## src/rtl/calc2_port_requester_if.sv

```systemverilog
// Host-side stream, calc2 request/response bus and status lines
// of one calc2 port requester.
interface calc2_port_requester_if;
    logic        h_req_valid;
    logic        h_req_ready;
    logic [3:0]  h_req_cmd;
    logic [31:0] h_req_op1;
    logic [31:0] h_req_op2;
    logic        h_rsp_valid;
    logic [1:0]  h_rsp_code;
    logic [31:0] h_rsp_data;
    logic [1:0]  h_rsp_tag;
    logic [3:0]  req_cmd_out;
    logic [31:0] req_data_out;
    logic [1:0]  req_tag_out;
    logic [1:0]  out_resp;
    logic [31:0] out_data;
    logic [1:0]  out_tag;
    logic [3:0]  busy_tags;
    logic        spurious_err;

    modport master (
        input  h_req_valid, h_req_cmd, h_req_op1, h_req_op2,
        input  out_resp, out_data, out_tag,
        output h_req_ready,
        output h_rsp_valid, h_rsp_code, h_rsp_data, h_rsp_tag,
        output req_cmd_out, req_data_out, req_tag_out,
        output busy_tags, spurious_err
    );

    modport slave (
        output h_req_valid, h_req_cmd, h_req_op1, h_req_op2,
        output out_resp, out_data, out_tag,
        input  h_req_ready,
        input  h_rsp_valid, h_rsp_code, h_rsp_data, h_rsp_tag,
        input  req_cmd_out, req_data_out, req_tag_out,
        input  busy_tags, spurious_err
    );
endinterface

```

## src/rtl/calc2_port_requester.sv

```systemverilog
// Initiator for one calc2 port: issues 2-cycle requests with one of
// 4 tags, tracks outstanding tags with timeouts, returns completions.
module calc2_port_requester #(
    parameter int TIMEOUT_CYC = 64
) (
    input logic             c_clk,
    input logic             reset,
    calc2_port_requester_if.master bus
);

    typedef enum logic [1:0] {
        IDLE,
        CMD,
        DATA
    } state_t;

    localparam logic [9:0] TMR_LOAD = 10'(TIMEOUT_CYC - 1);

    state_t      state;
    state_t      state_n;
    logic        ready_q;
    logic [31:0] op2_q;
    logic [3:0]  cmd_out_q;
    logic [31:0] data_out_q;
    logic [1:0]  tag_out_q;

    logic [3:0]  busy;
    logic [3:0]  pend;
    logic [9:0]  timer [4];
    logic        rsp_valid_q;
    logic [1:0]  rsp_code_q;
    logic [31:0] rsp_data_q;
    logic [1:0]  rsp_tag_q;
    logic        spur_q;

    logic        hs;
    logic [1:0]  free_tag;
    logic        resp_hit;
    logic        resp_spur;
    logic [3:0]  expire_now;
    logic [3:0]  exp_cand;
    logic        exp_fire;
    logic [1:0]  exp_tag;
    logic [3:0]  rsp_clr;
    logic [3:0]  exp_clr;
    logic [3:0]  busy_n;
    logic [3:0]  pend_n;

    assign hs = (state == IDLE) && ready_q && bus.h_req_valid;

    // Tag allocation, response matching and expiry arbitration
    always_comb begin
        free_tag = 2'd0;
        for (int i = 3; i >= 0; i--) begin
            if (!busy[i]) free_tag = 2'(i);
        end
        resp_hit  = (bus.out_resp != 2'd0) && busy[bus.out_tag];
        resp_spur = (bus.out_resp != 2'd0) && !busy[bus.out_tag];
        for (int i = 0; i < 4; i++) begin
            expire_now[i] = busy[i] && !pend[i] && (timer[i] == 10'd0);
        end
        exp_cand = pend | expire_now;
        // calc2 responses own the completion slot; expiries wait
        exp_fire = !resp_hit && (exp_cand != 4'd0);
        exp_tag  = 2'd0;
        for (int i = 3; i >= 0; i--) begin
            if (exp_cand[i]) exp_tag = 2'(i);
        end
        rsp_clr = resp_hit ? (4'b0001 << bus.out_tag) : 4'd0;
        exp_clr = exp_fire ? (4'b0001 << exp_tag) : 4'd0;
        busy_n  = (busy & ~rsp_clr & ~exp_clr)
                | (hs ? (4'b0001 << free_tag) : 4'd0);
        pend_n  = exp_cand & ~rsp_clr & ~exp_clr;
        state_n = IDLE;
        unique case (state)
            IDLE:    state_n = hs ? CMD : IDLE;
            CMD:     state_n = DATA;
            DATA:    state_n = IDLE;
            default: state_n = IDLE;
        endcase
    end

    // Issue FSM: registered request bus and host ready
    always_ff @(posedge c_clk or posedge reset) begin
        if (reset) begin
            state      <= IDLE;
            ready_q    <= 1'b0;
            op2_q      <= 32'd0;
            cmd_out_q  <= 4'd0;
            data_out_q <= 32'd0;
            tag_out_q  <= 2'd0;
        end else begin
            state   <= state_n;
            ready_q <= (state_n == IDLE) && (busy_n != 4'hf);
            unique case (state)
                IDLE: begin
                    if (hs) begin
                        cmd_out_q  <= bus.h_req_cmd;
                        data_out_q <= bus.h_req_op1;
                        tag_out_q  <= free_tag;
                        op2_q      <= bus.h_req_op2;
                    end else begin
                        cmd_out_q  <= 4'd0;
                        data_out_q <= 32'd0;
                        tag_out_q  <= 2'd0;
                    end
                end
                CMD: begin
                    cmd_out_q  <= 4'd0;
                    data_out_q <= op2_q;
                    tag_out_q  <= 2'd0;
                end
                default: begin
                    cmd_out_q  <= 4'd0;
                    data_out_q <= 32'd0;
                    tag_out_q  <= 2'd0;
                end
            endcase
        end
    end

    // Outstanding-tag tracking, timers and the completion register
    always_ff @(posedge c_clk or posedge reset) begin
        if (reset) begin
            busy        <= 4'd0;
            pend        <= 4'd0;
            for (int i = 0; i < 4; i++) timer[i] <= 10'd0;
            rsp_valid_q <= 1'b0;
            rsp_code_q  <= 2'd0;
            rsp_data_q  <= 32'd0;
            rsp_tag_q   <= 2'd0;
            spur_q      <= 1'b0;
        end else begin
            busy <= busy_n;
            pend <= pend_n;
            for (int i = 0; i < 4; i++) begin
                if (hs && (free_tag == 2'(i))) begin
                    timer[i] <= TMR_LOAD;
                end else if (busy[i] && (timer[i] != 10'd0)) begin
                    timer[i] <= timer[i] - 10'd1;
                end
            end
            rsp_valid_q <= resp_hit || exp_fire;
            if (resp_hit) begin
                rsp_code_q <= bus.out_resp;
                rsp_data_q <= bus.out_data;
                rsp_tag_q  <= bus.out_tag;
            end else if (exp_fire) begin
                rsp_code_q <= 2'd3;
                rsp_data_q <= 32'd0;
                rsp_tag_q  <= exp_tag;
            end else begin
                rsp_code_q <= 2'd0;
                rsp_data_q <= 32'd0;
                rsp_tag_q  <= 2'd0;
            end
            spur_q <= spur_q || resp_spur;
        end
    end

    assign bus.h_req_ready  = ready_q;
    assign bus.req_cmd_out  = cmd_out_q;
    assign bus.req_data_out = data_out_q;
    assign bus.req_tag_out  = tag_out_q;
    assign bus.h_rsp_valid  = rsp_valid_q;
    assign bus.h_rsp_code   = rsp_code_q;
    assign bus.h_rsp_data   = rsp_data_q;
    assign bus.h_rsp_tag    = rsp_tag_q;
    assign bus.busy_tags    = busy;
    assign bus.spurious_err = spur_q;

endmodule

```

## src/flat_wrapper.sv

```systemverilog
// flat-port wrapper written by rule: the top's interface ports become plain ports
module calc2_port_requester_flat 
#(
    parameter int TIMEOUT_CYC = 64
)
  (c_clk, reset, bus_h_req_valid, bus_h_req_cmd, bus_h_req_op1, bus_h_req_op2, bus_out_resp, bus_out_data, bus_out_tag, bus_h_req_ready, bus_h_rsp_valid, bus_h_rsp_code, bus_h_rsp_data, bus_h_rsp_tag, bus_req_cmd_out, bus_req_data_out, bus_req_tag_out, bus_busy_tags, bus_spurious_err);
  calc2_port_requester_if bus_i ();
  input logic c_clk;
  input logic reset;
  input wire logic [$bits(bus_i.h_req_valid)-1:0] bus_h_req_valid;
  input wire logic [$bits(bus_i.h_req_cmd)-1:0] bus_h_req_cmd;
  input wire logic [$bits(bus_i.h_req_op1)-1:0] bus_h_req_op1;
  input wire logic [$bits(bus_i.h_req_op2)-1:0] bus_h_req_op2;
  input wire logic [$bits(bus_i.out_resp)-1:0] bus_out_resp;
  input wire logic [$bits(bus_i.out_data)-1:0] bus_out_data;
  input wire logic [$bits(bus_i.out_tag)-1:0] bus_out_tag;
  output wire logic [$bits(bus_i.h_req_ready)-1:0] bus_h_req_ready;
  output wire logic [$bits(bus_i.h_rsp_valid)-1:0] bus_h_rsp_valid;
  output wire logic [$bits(bus_i.h_rsp_code)-1:0] bus_h_rsp_code;
  output wire logic [$bits(bus_i.h_rsp_data)-1:0] bus_h_rsp_data;
  output wire logic [$bits(bus_i.h_rsp_tag)-1:0] bus_h_rsp_tag;
  output wire logic [$bits(bus_i.req_cmd_out)-1:0] bus_req_cmd_out;
  output wire logic [$bits(bus_i.req_data_out)-1:0] bus_req_data_out;
  output wire logic [$bits(bus_i.req_tag_out)-1:0] bus_req_tag_out;
  output wire logic [$bits(bus_i.busy_tags)-1:0] bus_busy_tags;
  output wire logic [$bits(bus_i.spurious_err)-1:0] bus_spurious_err;
  assign bus_i.h_req_valid = bus_h_req_valid;
  assign bus_i.h_req_cmd = bus_h_req_cmd;
  assign bus_i.h_req_op1 = bus_h_req_op1;
  assign bus_i.h_req_op2 = bus_h_req_op2;
  assign bus_i.out_resp = bus_out_resp;
  assign bus_i.out_data = bus_out_data;
  assign bus_i.out_tag = bus_out_tag;
  assign bus_h_req_ready = bus_i.h_req_ready;
  assign bus_h_rsp_valid = bus_i.h_rsp_valid;
  assign bus_h_rsp_code = bus_i.h_rsp_code;
  assign bus_h_rsp_data = bus_i.h_rsp_data;
  assign bus_h_rsp_tag = bus_i.h_rsp_tag;
  assign bus_req_cmd_out = bus_i.req_cmd_out;
  assign bus_req_data_out = bus_i.req_data_out;
  assign bus_req_tag_out = bus_i.req_tag_out;
  assign bus_busy_tags = bus_i.busy_tags;
  assign bus_spurious_err = bus_i.spurious_err;
  calc2_port_requester #(.TIMEOUT_CYC(TIMEOUT_CYC)) u_core (.c_clk(c_clk), .reset(reset), .bus(bus_i));
endmodule
```

## config.mk

```make
export PLATFORM = sky130hd
export DESIGN_NAME = calc2_port_requester_flat
export DESIGN_NICKNAME = d
export VERILOG_FILES = /design/src/rtl/calc2_port_requester_if.sv /design/src/rtl/calc2_port_requester.sv /design/src/flat_wrapper.sv
export SDC_FILE = /design/constraint.sdc
export NUM_CORES = 1
export LEC_CHECK = 0
export ABC_AREA = 1
export BUFFER_PORTS_ARGS = -buffer_cell sky130_fd_sc_hd__buf_2
export CAP_MARGIN = 20
export CORE_ASPECT_RATIO = 0.7
export CORE_MARGIN = 1.5
export CORE_UTILIZATION = 35
export CTS_BUF_LIST = sky130_fd_sc_hd__clkbuf_4
export CTS_CLUSTER_DIAMETER = 100
export DETAILED_ROUTE_END_ITERATION = 7
export PLACE_DENSITY = 0.54
export SLEW_MARGIN = 10
export SYNTH_ARGS = -nofsm -noshare
export SYNTH_HDL_FRONTEND = slang
export SYNTH_SLANG_ARGS = --single-unit
```

## constraint.sdc

```tcl
create_clock -name c_clk -period 5.5 [get_ports c_clk]
set_input_delay 0 -clock c_clk [delete_from_list [all_inputs] [get_ports c_clk]]
set_output_delay 0 -clock c_clk [all_outputs]
set_load 0.1 [all_outputs]
```

* Word-level counts from Yosys, hierarchy flattened
Index checks and enable logic that the tools add are counted.
** Word-level totals
- Register bits after elaboration :: 159
- Bits of input ports :: 107
- Output and inout bits :: 81
- Logic and storage cells :: 120
** Operators by class
- $add $sub $neg :: 4
- $lt $le $gt $ge :: 1
- Eq/ne operators :: 5
- Shift-type cells :: 3
- Mux-type cells :: 34
- Bitwise operators :: 8
- Reductions and logical operators :: 48
** Operators with widths (number)
- two-way mux 10 bit :: 8
- two-way mux 32 bit :: 2
- one-hot mux 32 bit (2 select lines) :: 1
- logical NOT 10 bit :: 4
- nonzero test 10 bit :: 4
- subtractor 10 x 1 -> 10 bit, second input constant :: 4
- two-way mux 2 bit :: 14
- logical AND 1 bit :: 22
- two-way mux 4 bit :: 5
- AND 4 bit :: 4
- << shifter 1 x 2 -> 4 bit, first input constant :: 3
- nonzero test 2 bit :: 5
- inverter 4 bit :: 2
- bitwise OR 4 bit :: 2
- logical NOT 1 bit :: 6
- logical NOT 2 bit :: 3
- == test 2 x 1 -> 1 bit, second input constant :: 2
- == test 2 bit, second input constant :: 2
- != test 4 bit, second input constant :: 1
- one-hot mux 2 bit (2 select lines) :: 1
- nonzero test 4 bit :: 1
- less-than comparator 2 x 3 -> 1 bit, second input constant :: 1
- binary-select mux 1 bit (select 2 bit) :: 1
- logical OR 1 bit :: 2
- other kinds (2) :: 3

* Depth between registers and ports, before layout
Gate-level depths: netlist (run 1).
- Depth in word-level cells :: 15
- Gate-level depth with buffers :: 17
- Depth with buffers taken out :: 17

* Least setup slack after synthesis (run 1)
Ideal clock, no wire load.
- Kind :: register to register
- From :: register u_core.ready_q (netlist: u_core.bus.h_req_ready)
- To :: register u_core.timer[19] (netlist bit)
- Library setup time :: 119 ps
- Arrival :: 2157 ps
- Required time :: 5381 ps
- Setup slack :: 3224 ps
- Cell stages (with the launch flop) :: 11
- Path buffers :: 0
- Period minus slack after synthesis :: 2276 ps
- Cell sequence :: dfrtp_1 nand4_2 nor2_4 nand2_4 inv_2 nor2_1 inv_1 nand3_1 nor2_1 a21oi_1 o21a_1
** Between the ends
- Word-level cells in the longest chain between the ends :: 4
** Ends and longest elaborated chain
- from (decl) :: line calc2_port_requester.sv:21 : logic ready_q;
- from (signal assigned) :: line calc2_port_requester.sv:94 : ready_q <= (state_n == IDLE) && (busy_n != 4'hf);
- logical AND 1 bit (*) (2 in series) :: line calc2_port_requester.sv:49 : assign hs = (state == IDLE) && ready_q && bus.h_req_valid;
- logical AND 1 bit (*) :: line calc2_port_requester.sv:137 : if (hs && (free_tag == 2'(i))) begin
- two-way mux 10 bit / nonzero test 2 bit (equally long branches)
- to (signal, indexed assignment) :: line calc2_port_requester.sv:140 : timer[i] <= timer[i] - 10'd1;
- to (decl) :: line calc2_port_requester.sv:29 : logic [9:0] timer [4];
Mark *: on every way between the ends. The rest lies on a longest branch, timed or not.
A chain may end at the register's enable or synchronous reset.

* Final worst setup path (run 1)
- From :: register u_core.busy[0] (netlist: u_core.bus.busy_tags[0])
- To :: register u_core.ready_q (netlist: u_core.bus.h_req_ready)
** Between the ends
- Word-level cells in the longest chain between the ends :: 11
** Ends and longest elaborated chain
- from (decl) :: line calc2_port_requester.sv:27 : logic [3:0] busy;
- from (signal assigned) :: line calc2_port_requester.sv:134 : busy <= busy_n;
- binary-select mux 1 bit (select 2 bit) / logical AND 1 bit (equally long branches) :: line calc2_port_requester.sv:57, calc2_port_requester.sv:60
- two-way mux 1 bit (not written as such) / logical AND 1 bit (equally long branches) :: line calc2_port_requester.sv:57, calc2_port_requester.sv:60
- logical AND 1 bit / bitwise OR 4 bit (equally long branches) :: line calc2_port_requester.sv:57, calc2_port_requester.sv:62
- logical NOT 1 bit (tied with other cells) :: line calc2_port_requester.sv:64 : exp_fire = !resp_hit && (exp_cand != 4'd0);
- logical AND 1 bit / << shifter 1 x 2 -> 4 bit (equally long branches) :: line calc2_port_requester.sv:64, calc2_port_requester.sv:70
- two-way mux 4 bit :: line calc2_port_requester.sv:70 : exp_clr = exp_fire ? (4'b0001 << exp_tag) : 4'd0;
- inverter 4 bit :: line calc2_port_requester.sv:71 : busy_n = (busy & ~rsp_clr & ~exp_clr)
- AND 4 bit :: line calc2_port_requester.sv:71
- bitwise OR 4 bit (*) :: line calc2_port_requester.sv:72 : | (hs ? (4'b0001 << free_tag) : 4'd0);
- named net u_core.busy_n[2] :: line calc2_port_requester.sv:46 : logic [3:0] busy_n;
- != test 4 bit (*) :: line calc2_port_requester.sv:94
- logical AND 1 bit (*) :: line calc2_port_requester.sv:94
The timed path passes the listed nets; every way through them passes the cells marked *. The select of a mux whose other input is x is not followed.

==> metrics.txt, run 1 <==
# TYPE chip_impl_metric gauge
chip_impl_info{name="run_status",value="finished, final reports clean"} 1
chip_impl_metric{name="total_setup_violations_reported_at_the_end_of_the_flow",unit=""} 0
chip_impl_info{name="cpMostUsedCell",value="sky130_fd_sc_hd__nor2_1"} 1
chip_impl_metric{name="drt_iter0_drc",unit=""} 425
chip_impl_metric{name="postSynthRegisterBits",unit=""} 159
chip_impl_metric{name="place.port_buffers",unit=""} 187
chip_impl_metric{name="htree_num_levels",unit=""} 4
chip_impl_info{name="cell_with_the_most_instances_after_synthesis",value="sky130_fd_sc_hd__dfrtp_1"} 1
chip_impl_metric{name="gpl.final_weighted_congestion",unit=""} 0.766
chip_impl_metric{name="groute.usage.overall",unit=""} 0.174
chip_impl_metric{name="setup-tns-final",unit="ns"} 0
chip_impl_metric{name="post-place-cells",unit=""} 1146
chip_impl_metric{name="hold_viol_final",unit=""} 0
chip_impl_info{name="setup_repair_after_global_routing_missed_its_margin",value="no"} 1
chip_impl_info{name="r2r-start",value="u_core.bus.busy_tags[0]$_DFF_PP0_"} 1
chip_impl_metric{name="placed_area",unit="sq mm"} 0.00785
chip_impl_metric{name="whs",unit="ns"} 0.150
chip_impl_info{name="ys_top_cells_by_area",value="sky130_fd_sc_hd__dfrtp_1 60%, sky130_fd_sc_hd__inv_1 7.6%, sky130_fd_sc_hd__nand2_1 7.2%, sky130_fd_sc_hd__o21ai_0 6.2%, sky130_fd_sc_hd__nor2_1 4.3%"} 1
chip_impl_metric{name="total_power",unit="W"} 0.00484
chip_impl_metric{name="tightestPinTransition",unit="ns"} 0.874
chip_impl_metric{name="reg2regPathDepth",unit=""} 13
chip_impl_metric{name="cts.reportedPaths.clkPinSlew",unit="ns"} 0.15
chip_impl_metric{name="final_antenna_net_count",unit=""} 0
chip_impl_metric{name="diodes",unit=""} 0
chip_impl_metric{name="syn-num-nets",unit=""} 851
chip_impl_info{name="clock_tree_from_tritoncts",value="done"} 1
chip_impl_info{name="setup.worst_path.start_class",value="flip-flop"} 1
chip_impl_metric{name="netlist_area",unit="sq mm"} 0.00665
chip_impl_metric{name="worst_ir_drop_vdd",unit="mV"} 0.276
chip_impl_metric{name="power_per_cell_area",unit="mW/mm^2"} 521
chip_impl_info{name="worst_r2r_endpoint",value="u_core.bus.h_req_ready$_DFF_PP0_"} 1
chip_impl_metric{name="slowest_delay",unit="ns"} 0.60
chip_impl_metric{name="final_period_minus_worst_setup_slack",unit="ns"} 2.52
chip_impl_metric{name="gr-total-overflow",unit=""} 0
chip_impl_metric{name="total_half_perimeter_wirelength_after_legalization_and_detailed_placement",unit="um"} 11000
chip_impl_info{name="worst_setup_path_end_kind",value="flip-flop"} 1
chip_impl_metric{name="fmaxAchievable",unit="MHz"} 397
chip_impl_metric{name="drv_cap",unit=""} 0
chip_impl_metric{name="finalCritPeriodShare",unit=""} 0.458
chip_impl_metric{name="drt-pass1-iter-count",unit=""} 4
chip_impl_metric{name="post-cts-setup-buffer-count",unit=""} 0
chip_impl_metric{name="core.rowCount",unit=""} 41
chip_impl_metric{name="area.growth.synth_to_final",unit="%"} 39.7
chip_impl_metric{name="post-route-drc-count",unit=""} 0
chip_impl_metric{name="floorplan.die.width",unit="um"} 168
chip_impl_metric{name="starting_utilization_of_the_core_area",unit=""} 0.363
chip_impl_metric{name="syn_area_per_cell",unit="sq um"} 9.04
chip_impl_metric{name="worst-endpoint-required",unit="ns"} 5.97
chip_impl_metric{name="stdcell_area",unit="sq mm"} 0.00929
chip_impl_metric{name="seq_area_frac_synth",unit=""} 0.598
chip_impl_metric{name="post_route_cells_drive_above_1_share",unit=""} 0.243
chip_impl_metric{name="maxSlewViolCount",unit=""} 0
chip_impl_metric{name="final_wirelength",unit="um"} 16700
chip_impl_info{name="synth_flop_cell",value="sky130_fd_sc_hd__dfrtp_1"} 1
chip_impl_metric{name="global_route_wire_length_before_repair",unit="um"} 27600
chip_impl_info{name="criticalPathCategory",value="reg2reg"} 1
chip_impl_metric{name="cts.path.max_buffers",unit=""} 2
chip_impl_info{name="synth_top_area_cell",value="sky130_fd_sc_hd__dfrtp_1"} 1
chip_impl_metric{name="layoutNonFillerInstCount",unit=""} 1291
chip_impl_metric{name="num-nets-final",unit=""} 1157
chip_impl_metric{name="cp.arrival",unit="ns"} 2.99
chip_impl_metric{name="worst_reg2reg_setup_slack",unit="ns"} 2.98
chip_impl_metric{name="path_max_fanout",unit=""} 37
chip_impl_metric{name="postSynthCellCount",unit=""} 736
chip_impl_info{name="critical_path.startpoint",value="u_core.bus.busy_tags[0]$_DFF_PP0_"} 1
chip_impl_metric{name="die_h",unit="um"} 118
chip_impl_metric{name="slew-limit-headroom",unit=""} 0.418
chip_impl_metric{name="ctsResizeCount",unit=""} 0
chip_impl_metric{name="fillers",unit=""} 1706
chip_impl_metric{name="initial_antenna_violation_count",unit=""} 0
chip_impl_metric{name="via_count",unit=""} 5670
chip_impl_info{name="synth_commonest_cells",value="159 x sky130_fd_sc_hd__dfrtp_1, 135 x sky130_fd_sc_hd__inv_1, 128 x sky130_fd_sc_hd__nand2_1"} 1
chip_impl_metric{name="clock_sinks",unit=""} 159
chip_impl_metric{name="core_area",unit="sq mm"} 0.0183
chip_impl_metric{name="clock_latency",unit="ns"} 0.56
chip_impl_metric{name="asyncSetResetFlopFracSynth",unit=""} 1.00
chip_impl_info{name="crit_chain",value="inv_1 > o21ai_1 > nand2_2 > a21oi_4 > inv_4 > nor3_2 > dlygate4sd3_1 > nor2_1 > nand2_1 > nand2_2 > nand2_1 > nor2_1 > nor2_1"} 1
chip_impl_info{name="min_path_type",value="in2async"} 1
chip_impl_metric{name="post-synth-top-area-fraction",unit=""} 0.598
chip_impl_metric{name="synth_enable_flop_cells",unit=""} 0
chip_impl_metric{name="floorplan.io_pins",unit=""} 188
chip_impl_metric{name="die_area",unit="sq mm"} 0.0198
chip_impl_metric{name="synth-warning-count",unit=""} 0
chip_impl_metric{name="power_leakage",unit="nW"} 4.90
chip_impl_metric{name="via_per_inst",unit=""} 4.39
chip_impl_info{name="timing.critical_path.slowest_stage_cell",value="sky130_fd_sc_hd__dlygate4sd3_1"} 1
chip_impl_metric{name="first_global_vias",unit=""} 5574
chip_impl_metric{name="grt_start_max_net_pins",unit=""} 98
chip_impl_metric{name="avgRoutedWirePerCell",unit="um"} 12.9
chip_impl_info{name="clk_root_buffer_cell",value="sky130_fd_sc_hd__clkbuf_4"} 1
chip_impl_metric{name="post_synth_num_cell_types",unit=""} 39
chip_impl_metric{name="worst_clock_skew",unit="ns"} 0.0292
chip_impl_metric{name="tritoncts.num_buffers",unit=""} 17
[per-layer routing]
metal / track usage / share of wire / vias to the layer above
li1: - / - / 2908
met1: 0.242 / 0.49 / 2581
met2: 0.270 / 0.45 / 169
met3: 0.0479 / 0.058 / 12
met4: 0.0394 / 0.0080 / 0
met5: 0 / 0 / -
[area by class of cell]
cell class,count,area [sq um],area share
Sequential cell,159,3980,0.428
Timing Repair Buffer,302,2080,0.224
Multi-Input combinational cell,417,2070,0.223
Inverter,145,552,0.0594
Tap cell,236,295,0.0318
Clock inverter,14,179,0.0193
Clock buffer,18,135,0.0145
[where the power goes]
part           switching, W  internal (W)
registers          0.000179       0.00153
clock network      0.000449      0.000330
logic               0.00188      0.000472
[worst max-delay path: cells and delay by family, from the launching register on]
kind | cells | cell delay [ns]
and+or+nand+nor | 8 | 0.64
DFF | 1 | 0.51
AOI/OAI and AO/OA | 2 | 0.40
buffers and inverters | 3 | 0.90
[cell usage in the layout, fill, tap and decap left out, drive strengths merged, types with 5 or more instances in the layout]
| cell type | Yosys | layout |
|---|---|---|
| a21oi | 22 | 22 |
| o21ai | 85 | 85 |
| inv | 145 | 151 |
| nand3 | 37 | 37 |
| dlygate4sd3 | 0 | 113 |
| clkbuf | 11 | 18 |
| dfrtp | 159 | 159 |
| nor3 | 15 | 15 |
| nor3b | 5 | 5 |
| a22o | 7 | 7 |
| nand2 | 133 | 133 |
| buf | 4 | 189 |
| ha | 8 | 8 |
| nor2 | 85 | 85 |
[metrics by stage]
stage / setup WS, ns / util
floorplan: 1.21 / -
global placement: 3.42 / 0.428
detailed placement: 3.36 / 0.428
CTS: 2.96 / 0.507
global route: 2.72 / 0.507
finish: 2.98 / 0.507
[sequential cells by signal, indices dropped and copies added (netlist names)]
name / flops
u_core.bus.busy_tags: 4
u_core.bus.h_req_ready: 1
u_core.bus.h_rsp_code: 2
u_core.bus.h_rsp_data: 32
u_core.bus.h_rsp_tag: 2
u_core.bus.h_rsp_valid: 1
u_core.bus.req_cmd_out: 4
u_core.bus.req_data_out: 32
u_core.bus.req_tag_out: 2
u_core.bus.spurious_err: 1
u_core.op2_q: 32
u_core.pend: 4
u_core.state: 2
u_core.timer: 40
[repair_timing]
| item | 4_1_cts | 5_1_grt |
|---|---|---|
| endpoints found under the hold margin | 211 | 0 |
| setup endpoints to repair | 0 | 0 |
| hold buffers | 113 | 0 |
[cell families after synthesis]
kind of cell	synth area share
AO/OA/AOI/OAI	0.104
buffers and inverters	0.0907
AND/OR/NAND/NOR	0.192
flip-flops	0.598
adder cells (fa/ha/maj)	0.0151
[how the worst max path moves through the flow]
stage | end | slack [ns] | cells after the start
floorplan | u_core.bus.busy_tags[0]$_DFF_PP0_ | 1.21 | 1
global placement | u_core.bus.h_req_ready$_DFF_PP0_ | 3.42 | 8
detailed placement | u_core.bus.h_req_ready$_DFF_PP0_ | 3.36 | 8
CTS | u_core.bus.h_req_ready$_DFF_PP0_ | 2.96 | 13
global route | u_core.bus.h_req_ready$_DFF_PP0_ | 2.72 | 13
finish | u_core.bus.h_req_ready$_DFF_PP0_ | 2.98 | 13
Power figures use the tool's default switching activity.
==> run 2: changes to the inputs <==
PLACE_DENSITY = 0.57   (was 0.54)
clock period = 2.11 ns   (was 5.5 ns; I/O delays follow)
==> metrics.txt, run 2 (synthesized netlist as in run 1, its figures left out) <==
# TYPE chip_impl_metric gauge
chip_impl_metric{name="worst_ir_drop_vdd",unit="mV"} 0.801
chip_impl_metric{name="floorplan.die.width",unit="um"} 168
chip_impl_metric{name="p_sw_frac",unit=""} 0.525
chip_impl_metric{name="gpl.final_weighted_congestion",unit=""} 0.806
chip_impl_info{name="worst_r2r_endpoint",value="u_core.timer[37]$_DFFE_PP0P_"} 1
chip_impl_info{name="min_path_type",value="in2async"} 1
chip_impl_metric{name="floorplan.io_pins",unit=""} 188
chip_impl_metric{name="total_half_perimeter_wirelength_after_legalization_and_detailed_placement",unit="um"} 11100
chip_impl_metric{name="worst_reg2reg_setup_slack",unit="ns"} 0.24
chip_impl_info{name="setup.worst_path.start_class",value="flip-flop"} 1
chip_impl_metric{name="path_max_fanout",unit=""} 6
chip_impl_info{name="timing.critical_path.slowest_stage_cell",value="sky130_fd_sc_hd__dfrtp_1"} 1
chip_impl_info{name="r2r-start",value="u_core.timer[31]$_DFFE_PP0P_"} 1
chip_impl_metric{name="starting_utilization_of_the_core_area",unit=""} 0.363
chip_impl_metric{name="drv_cap",unit=""} 0
chip_impl_info{name="max_flop_register",value="u_core.timer"} 1
chip_impl_metric{name="gr-total-overflow",unit=""} 0
chip_impl_metric{name="intPower",unit="W"} 0.00592
chip_impl_metric{name="global_route.usage.met2",unit=""} 0.263
chip_impl_metric{name="global_route_wire_length_before_repair",unit="um"} 27500
chip_impl_metric{name="post-route-drc-count",unit=""} 0
chip_impl_metric{name="power_leakage",unit="nW"} 4.90
chip_impl_metric{name="multiInputGateArea",unit="sq mm"} 0.00209
chip_impl_metric{name="clock_sinks",unit=""} 159
chip_impl_metric{name="reg2regPathDepth",unit=""} 12
chip_impl_metric{name="maxSlewViolCount",unit=""} 0
chip_impl_metric{name="first_global_vias",unit=""} 5639
chip_impl_metric{name="seq_area",unit="sq mm"} 0.00399
chip_impl_metric{name="groute.usage.overall",unit=""} 0.173
chip_impl_metric{name="num-nets-final",unit=""} 1162
chip_impl_metric{name="total_power",unit="W"} 0.0125
chip_impl_metric{name="final.setup.worst_slack",unit="ns"} 0.240
chip_impl_metric{name="grt_util_met1",unit=""} 0.239
chip_impl_metric{name="whs",unit="ns"} 0.140
chip_impl_metric{name="cts.path.max_buffers",unit=""} 2
chip_impl_metric{name="die_area",unit="sq mm"} 0.0198
chip_impl_metric{name="htree_num_levels",unit=""} 4
chip_impl_metric{name="core_area",unit="sq mm"} 0.0183
chip_impl_metric{name="fmaxAchievable",unit="MHz"} 535
chip_impl_metric{name="finalCritPeriodShare",unit=""} 0.886
chip_impl_metric{name="power_per_cell_area",unit="mW/mm^2"} 1340
chip_impl_info{name="grt.busiest_layer",value="met2"} 1
chip_impl_metric{name="grt_start_max_net_pins",unit=""} 119
chip_impl_metric{name="tritoncts.num_buffers",unit=""} 17
chip_impl_info{name="criticalPathCategory",value="reg2reg"} 1
chip_impl_metric{name="cts.reportedPaths.clkPinSlew",unit="ns"} 0.14
chip_impl_metric{name="final_period_minus_worst_setup_slack",unit="ns"} 1.87
chip_impl_metric{name="clock_latency",unit="ns"} 0.55
chip_impl_info{name="crit_chain",value="inv_1 > ha_1 > nand3_1 > nor2_2 > nand2_1 > nand2_1 > nor3_1 > inv_1 > nor2_1 > nand3_1 > o21ai_0 > a21oi_1"} 1
chip_impl_metric{name="hold_viol_final",unit=""} 0
chip_impl_info{name="clk_root_buffer_cell",value="sky130_fd_sc_hd__clkbuf_4"} 1
chip_impl_metric{name="use_met3",unit=""} 0.0506
chip_impl_metric{name="drt_iter0_drc",unit=""} 381
chip_impl_info{name="clock_tree_from_tritoncts",value="done"} 1
chip_impl_metric{name="worst-endpoint-required",unit="ns"} 2.54
chip_impl_info{name="run_status",value="finished, final reports clean"} 1
chip_impl_metric{name="core.rowCount",unit=""} 41
chip_impl_metric{name="post_route_cells_drive_above_1_share",unit=""} 0.261
chip_impl_info{name="worst_setup_path_end_kind",value="flip-flop"} 1
chip_impl_metric{name="via_count",unit=""} 5767
chip_impl_metric{name="final_antenna_net_count",unit=""} 0
chip_impl_metric{name="tightestPinTransition",unit="ns"} 0.665
chip_impl_metric{name="placement_stage_worst_setup_slack",unit="ns"} 0.220
chip_impl_metric{name="avgRoutedWirePerCell",unit="um"} 12.7
chip_impl_metric{name="total_switching_power",unit="W"} 0.00655
chip_impl_info{name="layout.cells.most_common_list",value="187 x sky130_fd_sc_hd__buf_2, 154 x sky130_fd_sc_hd__dfrtp_1, 131 x sky130_fd_sc_hd__inv_1"} 1
chip_impl_metric{name="slowest_delay",unit="ns"} 0.39
chip_impl_metric{name="final_wirelength",unit="um"} 16500
chip_impl_metric{name="comb_power_share",unit=""} 0.501
chip_impl_metric{name="via_per_inst",unit=""} 4.45
chip_impl_metric{name="fillers",unit=""} 1727
chip_impl_metric{name="power_frac_clock",unit=""} 0.140
chip_impl_metric{name="worst_clock_skew",unit="ns"} 0.0184
chip_impl_metric{name="slew-limit-headroom",unit=""} 0.556
chip_impl_metric{name="place.port_buffers",unit=""} 187
chip_impl_metric{name="initial_antenna_violation_count",unit=""} 0
chip_impl_metric{name="cp.arrival",unit="ns"} 2.30
chip_impl_metric{name="largest_register_ff_count",unit=""} 40
chip_impl_metric{name="part_of_the_total_power_dissipated_in_sequential_elements",unit=""} 0.359
chip_impl_metric{name="drt-pass1-iter-count",unit=""} 5
chip_impl_metric{name="die_h",unit="um"} 118
chip_impl_metric{name="stdcell_area",unit="sq mm"} 0.00933
chip_impl_info{name="most_common_cell_after_layout_fill_and_taps_aside",value="sky130_fd_sc_hd__buf_2"} 1
chip_impl_metric{name="area.growth.synth_to_final",unit="%"} 40.2
chip_impl_metric{name="total_setup_violations_reported_at_the_end_of_the_flow",unit=""} 0
chip_impl_metric{name="placed_area",unit="sq mm"} 0.00793
==> run 2: per-stage QoR <==
| step | std cells | setup TNS (ns) | util |
|---|---|---|---|
| 4_1_cts | 1294 | 0 | 0.507 |
| 2_1_floorplan | 736 | -0.388 | - |
| 3_5_place_dp | 1153 | 0 | 0.433 |
| 6_report | 1296 | 0 | 0.509 |
| 3_3_place_gp | 1153 | 0 | 0.433 |
| 5_1_grt | 1295 | -0.0137 | 0.509 |
==> run 2: worst max-delay path, delay by kind of cell (launching register included) <==
kind	cells	cell delay, ns
AOI/OAI and AO/OA	2	0.21
adders and majority gates	1	0.18
buffers and inverters	2	0.18
and+or+nand+nor	7	0.82
DFF	1	0.39
==> run 2: power by group through the flow <==
| stage | logic (W) | clock network (W) | registers [W] |
|---|---|---|---|
| after floorplan | 0.00190 | 0 | 0.00742 |
| after global placement | 0.00604 | 0 | 0.00453 |
| after detailed placement | 0.00607 | 0 | 0.00452 |
| after CTS | 0.00625 | 0.00184 | 0.00447 |
| after global routing | 0.00676 | 0.00196 | 0.00459 |
| final | 0.00625 | 0.00174 | 0.00447 |
==> run 2: cell type report <==
class,count,area share
Clock buffer,17,0.0137
Clock inverter,14,0.0142
Sequential cell,159,0.427
Antenna cell,1,0.000268
Tap cell,236,0.0317
Timing Repair Buffer,307,0.229
Multi-Input combinational cell,417,0.225
Inverter,145,0.0590
==> run 2: worst max-delay path by stage <==
| stage | slack (ns) | start | endpoint | cells past startpoint |
|---|---|---|---|---|
| 2_1_floorplan | -0.08 | reset | u_core.bus.busy_tags[0]$_DFF_PP0_ | 1 |
| 3_3_place_gp | 0.23 | u_core.timer[20]$_DFFE_PP0P_ | u_core.bus.h_req_ready$_DFF_PP0_ | 16 |
| 3_5_place_dp | 0.22 | u_core.timer[20]$_DFFE_PP0P_ | u_core.bus.h_req_ready$_DFF_PP0_ | 16 |
| 4_1_cts | 0.20 | u_core.timer[20]$_DFFE_PP0P_ | u_core.bus.h_req_ready$_DFF_PP0_ | 16 |
| 5_1_grt | -0.01 | u_core.timer[11]$_DFFE_PP0P_ | u_core.bus.h_req_ready$_DFF_PP0_ | 17 |
| 6_report | 0.24 | u_core.timer[31]$_DFFE_PP0P_ | u_core.timer[37]$_DFFE_PP0P_ | 12 |
==> run 2: timing repair <==
| action | in CTS | in global routing |
|---|---|---|
| endpoints found under the hold margin | 281 | 0 |
| buffers inserted | 0 | 1 |
| gates resized for setup | 0 | 11 |
| hold buffers | 110 | 0 |
| endpoints found under the setup margin | 0 | 3 |
==> run 2: metal layers <==
layer / up-vias / share of wire
met2: 195 / 0.44
met3: 15 / 0.068
li1: 2919 / -
met4: 0 / 0.011
met5: - / 0
met1: 2638 / 0.48
==> run 3: changes to the inputs <==
ABC_AREA = 0   (was 1)
==> metrics.txt, run 3 <==
# TYPE chip_impl_metric gauge
chip_impl_metric{name="path_max_fanout",unit=""} 8
chip_impl_metric{name="first_global_vias",unit=""} 5556
chip_impl_info{name="r2r-start",value="u_core.timer[20]$_DFFE_PP0P_"} 1
chip_impl_info{name="worst_setup_path_end_kind",value="flip-flop"} 1
chip_impl_metric{name="total_half_perimeter_wirelength_after_legalization_and_detailed_placement",unit="um"} 10600
chip_impl_info{name="min_from",value="bus_h_req_op2[19]"} 1
chip_impl_metric{name="post-synth-top-area-fraction",unit=""} 0.610
chip_impl_metric{name="total_setup_violations_reported_at_the_end_of_the_flow",unit=""} 1
chip_impl_metric{name="reg2regPathDepth",unit=""} 7
chip_impl_metric{name="global_route_wire_length_before_repair",unit="um"} 26700
chip_impl_metric{name="setup-tns-final",unit="ns"} -0.0577
chip_impl_metric{name="worst_reg2reg_setup_slack",unit="ns"} -0.06
chip_impl_info{name="crit_chain",value="inv_2 > ha_4 > or3b_4 > o41a_4 > and3_4 > o21ai_2 > a41oi_2"} 1
chip_impl_info{name="layout.cells.most_common_list",value="187 x sky130_fd_sc_hd__buf_2, 154 x sky130_fd_sc_hd__dfrtp_1, 125 x sky130_fd_sc_hd__nand2_1"} 1
chip_impl_metric{name="postSynthRegisterBits",unit=""} 159
chip_impl_metric{name="gr-total-overflow",unit=""} 0
chip_impl_info{name="setup.worst_path.start_class",value="flip-flop"} 1
chip_impl_info{name="setup_repair_after_global_routing_missed_its_margin",value="yes"} 1
chip_impl_metric{name="syn_area_per_cell",unit="sq um"} 10.9
chip_impl_metric{name="syn-num-nets",unit=""} 712
chip_impl_metric{name="final_period_minus_worst_setup_slack",unit="ns"} 2.17
chip_impl_info{name="cell_with_the_most_instances_after_synthesis",value="sky130_fd_sc_hd__dfrtp_1"} 1
chip_impl_metric{name="initial_antenna_violation_count",unit=""} 1
chip_impl_metric{name="post_route_cells_drive_above_1_share",unit=""} 0.306
chip_impl_metric{name="fmaxAchievable",unit="MHz"} 461
chip_impl_metric{name="grt_start_max_net_pins",unit=""} 78
chip_impl_metric{name="drv_cap",unit=""} 0
chip_impl_metric{name="hold_viol_final",unit=""} 0
chip_impl_metric{name="power_leakage",unit="nW"} 4.64
chip_impl_metric{name="gpl.final_weighted_congestion",unit=""} 0.790
chip_impl_metric{name="maxSlewViolCount",unit=""} 0
chip_impl_metric{name="finalCritPeriodShare",unit=""} 1.03
chip_impl_metric{name="seq_area_frac_synth",unit=""} 0.610
chip_impl_metric{name="largest_register_ff_count",unit=""} 40
chip_impl_metric{name="tightestPinTransition",unit="ns"} 0.518
chip_impl_metric{name="final_antenna_net_count",unit=""} 0
chip_impl_metric{name="slowest_delay",unit="ns"} 0.52
chip_impl_metric{name="synth-warning-count",unit=""} 0
chip_impl_metric{name="cts.reportedPaths.clkPinSlew",unit="ns"} 0.17
chip_impl_info{name="worst_r2r_endpoint",value="u_core.bus.h_req_ready$_DFF_PP0_"} 1
chip_impl_metric{name="worst_ir_drop_vdd",unit="mV"} 1.04
chip_impl_metric{name="avgRoutedWirePerCell",unit="um"} 14.4
chip_impl_metric{name="netlist_area",unit="sq mm"} 0.00652
chip_impl_metric{name="postSynthCellCount",unit=""} 597
chip_impl_metric{name="total_power",unit="W"} 0.0130
chip_impl_info{name="max_flop_register",value="u_core.timer"} 1
chip_impl_metric{name="placed_area",unit="sq mm"} 0.00789
chip_impl_info{name="most_common_cell_after_layout_fill_and_taps_aside",value="sky130_fd_sc_hd__buf_2"} 1
chip_impl_metric{name="groute.usage.overall",unit=""} 0.172
chip_impl_metric{name="floorplan.die.width",unit="um"} 166
chip_impl_metric{name="num-nets-final",unit=""} 1026
chip_impl_info{name="timing.critical_path.slowest_stage_cell",value="sky130_fd_sc_hd__o41a_4"} 1
chip_impl_info{name="violations",value="setup timing"} 1
chip_impl_metric{name="post-place-cells",unit=""} 1015
chip_impl_info{name="synth_flop_cell",value="sky130_fd_sc_hd__dfrtp_1"} 1
chip_impl_metric{name="drt_iter0_drc",unit=""} 359
chip_impl_metric{name="cts.path.max_buffers",unit=""} 2
chip_impl_metric{name="clock_sinks",unit=""} 159
chip_impl_metric{name="hold_path_depth",unit=""} 4
chip_impl_info{name="clock_tree_from_tritoncts",value="done"} 1
chip_impl_info{name="run_status",value="finished with violations"} 1
chip_impl_metric{name="final_wirelength",unit="um"} 16700
chip_impl_metric{name="layoutNonFillerInstCount",unit=""} 1161
chip_impl_metric{name="core_area",unit="sq mm"} 0.0181
chip_impl_metric{name="cp.arrival",unit="ns"} 2.57
chip_impl_metric{name="asyncSetResetFlopFracSynth",unit=""} 1.00
chip_impl_metric{name="worst-endpoint-required",unit="ns"} 2.51
chip_impl_metric{name="via_per_inst",unit=""} 4.70
chip_impl_info{name="ys_top_cells_by_area",value="sky130_fd_sc_hd__dfrtp_1 61%, sky130_fd_sc_hd__nand2_1 7.2%, sky130_fd_sc_hd__a22o_1 4.3%, sky130_fd_sc_hd__and2_1 3.5%, sky130_fd_sc_hd__xnor2_1 2.7%"} 1
chip_impl_metric{name="starting_utilization_of_the_core_area",unit=""} 0.360
chip_impl_metric{name="die_h",unit="um"} 117
chip_impl_metric{name="slew-limit-headroom",unit=""} 0.657
chip_impl_metric{name="synth_enable_flop_cells",unit=""} 0
chip_impl_info{name="min_path_type",value="in2reg"} 1
chip_impl_metric{name="htree_num_levels",unit=""} 4
chip_impl_metric{name="post_synth_num_cell_types",unit=""} 55
chip_impl_metric{name="via_count",unit=""} 5461
chip_impl_metric{name="power_per_cell_area",unit="mW/mm^2"} 1380
chip_impl_info{name="synth_commonest_cells",value="159 x sky130_fd_sc_hd__dfrtp_1, 125 x sky130_fd_sc_hd__nand2_1, 36 x sky130_fd_sc_hd__and2_1"} 1
chip_impl_metric{name="area.growth.synth_to_final",unit="%"} 44.2
chip_impl_metric{name="final.setup.worst_slack",unit="ns"} -0.0577
chip_impl_metric{name="post-route-drc-count",unit=""} 0
chip_impl_metric{name="floorplan.io_pins",unit=""} 188
chip_impl_metric{name="stdcell_area",unit="sq mm"} 0.00941
chip_impl_metric{name="place.port_buffers",unit=""} 187
chip_impl_metric{name="tritoncts.num_buffers",unit=""} 17
chip_impl_info{name="synth_top_area_cell",value="sky130_fd_sc_hd__dfrtp_1"} 1
chip_impl_metric{name="drt-pass1-iter-count",unit=""} 5
chip_impl_info{name="min_to",value="u_core.op2_q[19]$_DFFE_PP0P_"} 1
chip_impl_metric{name="worst_clock_skew",unit="ns"} 0.0257
chip_impl_info{name="clk_root_buffer_cell",value="sky130_fd_sc_hd__clkbuf_4"} 1
chip_impl_metric{name="core.rowCount",unit=""} 41
chip_impl_metric{name="die_area",unit="sq mm"} 0.0195
chip_impl_info{name="criticalPathCategory",value="reg2reg"} 1
chip_impl_metric{name="clock_latency",unit="ns"} 0.55
## run 3: changes by cell type after synthesis, sizes merged, moves of 20 or more
cell   before  now
inv       145   18
o21ai      85   14
nor2       85   27
and2        0   37
nand3      37    7
a22o        7   32
xnor2       0   20
## run 3: cells by family (layout without fill, tap and decap cells)
family | after synthesis | count (layout) | share of synthesized area
simple gates | 255 | 255 | 0.188
fa+ha+maj | 8 | 8 | 0.0153
buf+inv | 48 | 375 | 0.0280
flops | 159 | 159 | 0.610
compound gates | 94 | 94 | 0.114
xor+xnor | 30 | 30 | 0.0403
other cells | 0 | 1 | 0
mux | 3 | 3 | 0.00460
## run 3: worst max-delay path: cells and delay by family (launching register included)
kind | cells | cell delay [ns]
AO/OA/AOI/OAI | 3 | 0.81
AND/OR/NAND/NOR | 2 | 0.58
flip-flops | 1 | 0.42
adder cells (fa/ha/maj) | 1 | 0.13
buffers and inverters | 1 | 0.09
## run 3: worst max path at each step
stage | startpoint | endpoint | slack (ns) | cells past startpoint
after global routing | u_core.timer[20]$_DFFE_PP0P_ | u_core.bus.h_req_ready$_DFF_PP0_ | -0.16 | 6
after floorplan | reset | u_core.bus.busy_tags[0]$_DFF_PP0_ | -0.08 | 1
after detailed placement | u_core.timer[21]$_DFFE_PP0P_ | u_core.bus.h_req_ready$_DFF_PP0_ | 0.05 | 7
final | u_core.timer[20]$_DFFE_PP0P_ | u_core.bus.h_req_ready$_DFF_PP0_ | -0.06 | 7
after global placement | u_core.timer[21]$_DFFE_PP0P_ | u_core.bus.h_req_ready$_DFF_PP0_ | 0.08 | 7
after CTS | u_core.timer[21]$_DFFE_PP0P_ | u_core.bus.h_req_ready$_DFF_PP0_ | 0.01 | 7
## run 3: area by class of cell
type / instances / area (sq um)
timing repair buffer: 325 / 2280
sequential: 159 / 3990
inverter: 18 / 71.3
clock inverter: 15 / 220
clock buffer: 17 / 128
multi-input combinational: 390 / 2420
fill: 1609 / 8700
tap: 236 / 295
antenna: 1 / 2.50
## run 3: per-layer routing
| metal | vias up | track usage | part of all wire |
|---|---|---|---|
| met2 | 131 | 0.283 | 0.49 |
| met3 | 22 | 0.0501 | 0.044 |
| met1 | 2652 | 0.218 | 0.45 |
| li1 | 2656 | - | - |
| met4 | 0 | 0.0673 | 0.015 |
| met5 | - | 0 | 0 |
## run 3: per-stage QoR
stage                     worst slack (ns)  utilization  hold slack, ns
after floorplan                    -0.0776            -           0.105
after global placement              0.0783        0.436          0.0160
after detailed placement            0.0494        0.436          0.0203
after CTS                           0.0106        0.514          0.0883
after global routing                -0.164        0.520          0.0945
final                              -0.0577        0.520           0.154
## run 3: what timing repair did
action | 4_1_cts | 5_1_grt
resized for setup | 0 | 17
endpoints found under the hold margin | 277 | 0
endpoints found under the setup margin | 0 | 15
hold buffers | 107 | 0
setup buffers | 0 | 6
## run 3: report_power, final
group	switching [W]	internal, W
combinational	0.00458	0.00156
clock	0.00119	0.000986
sequential	0.000631	0.00400
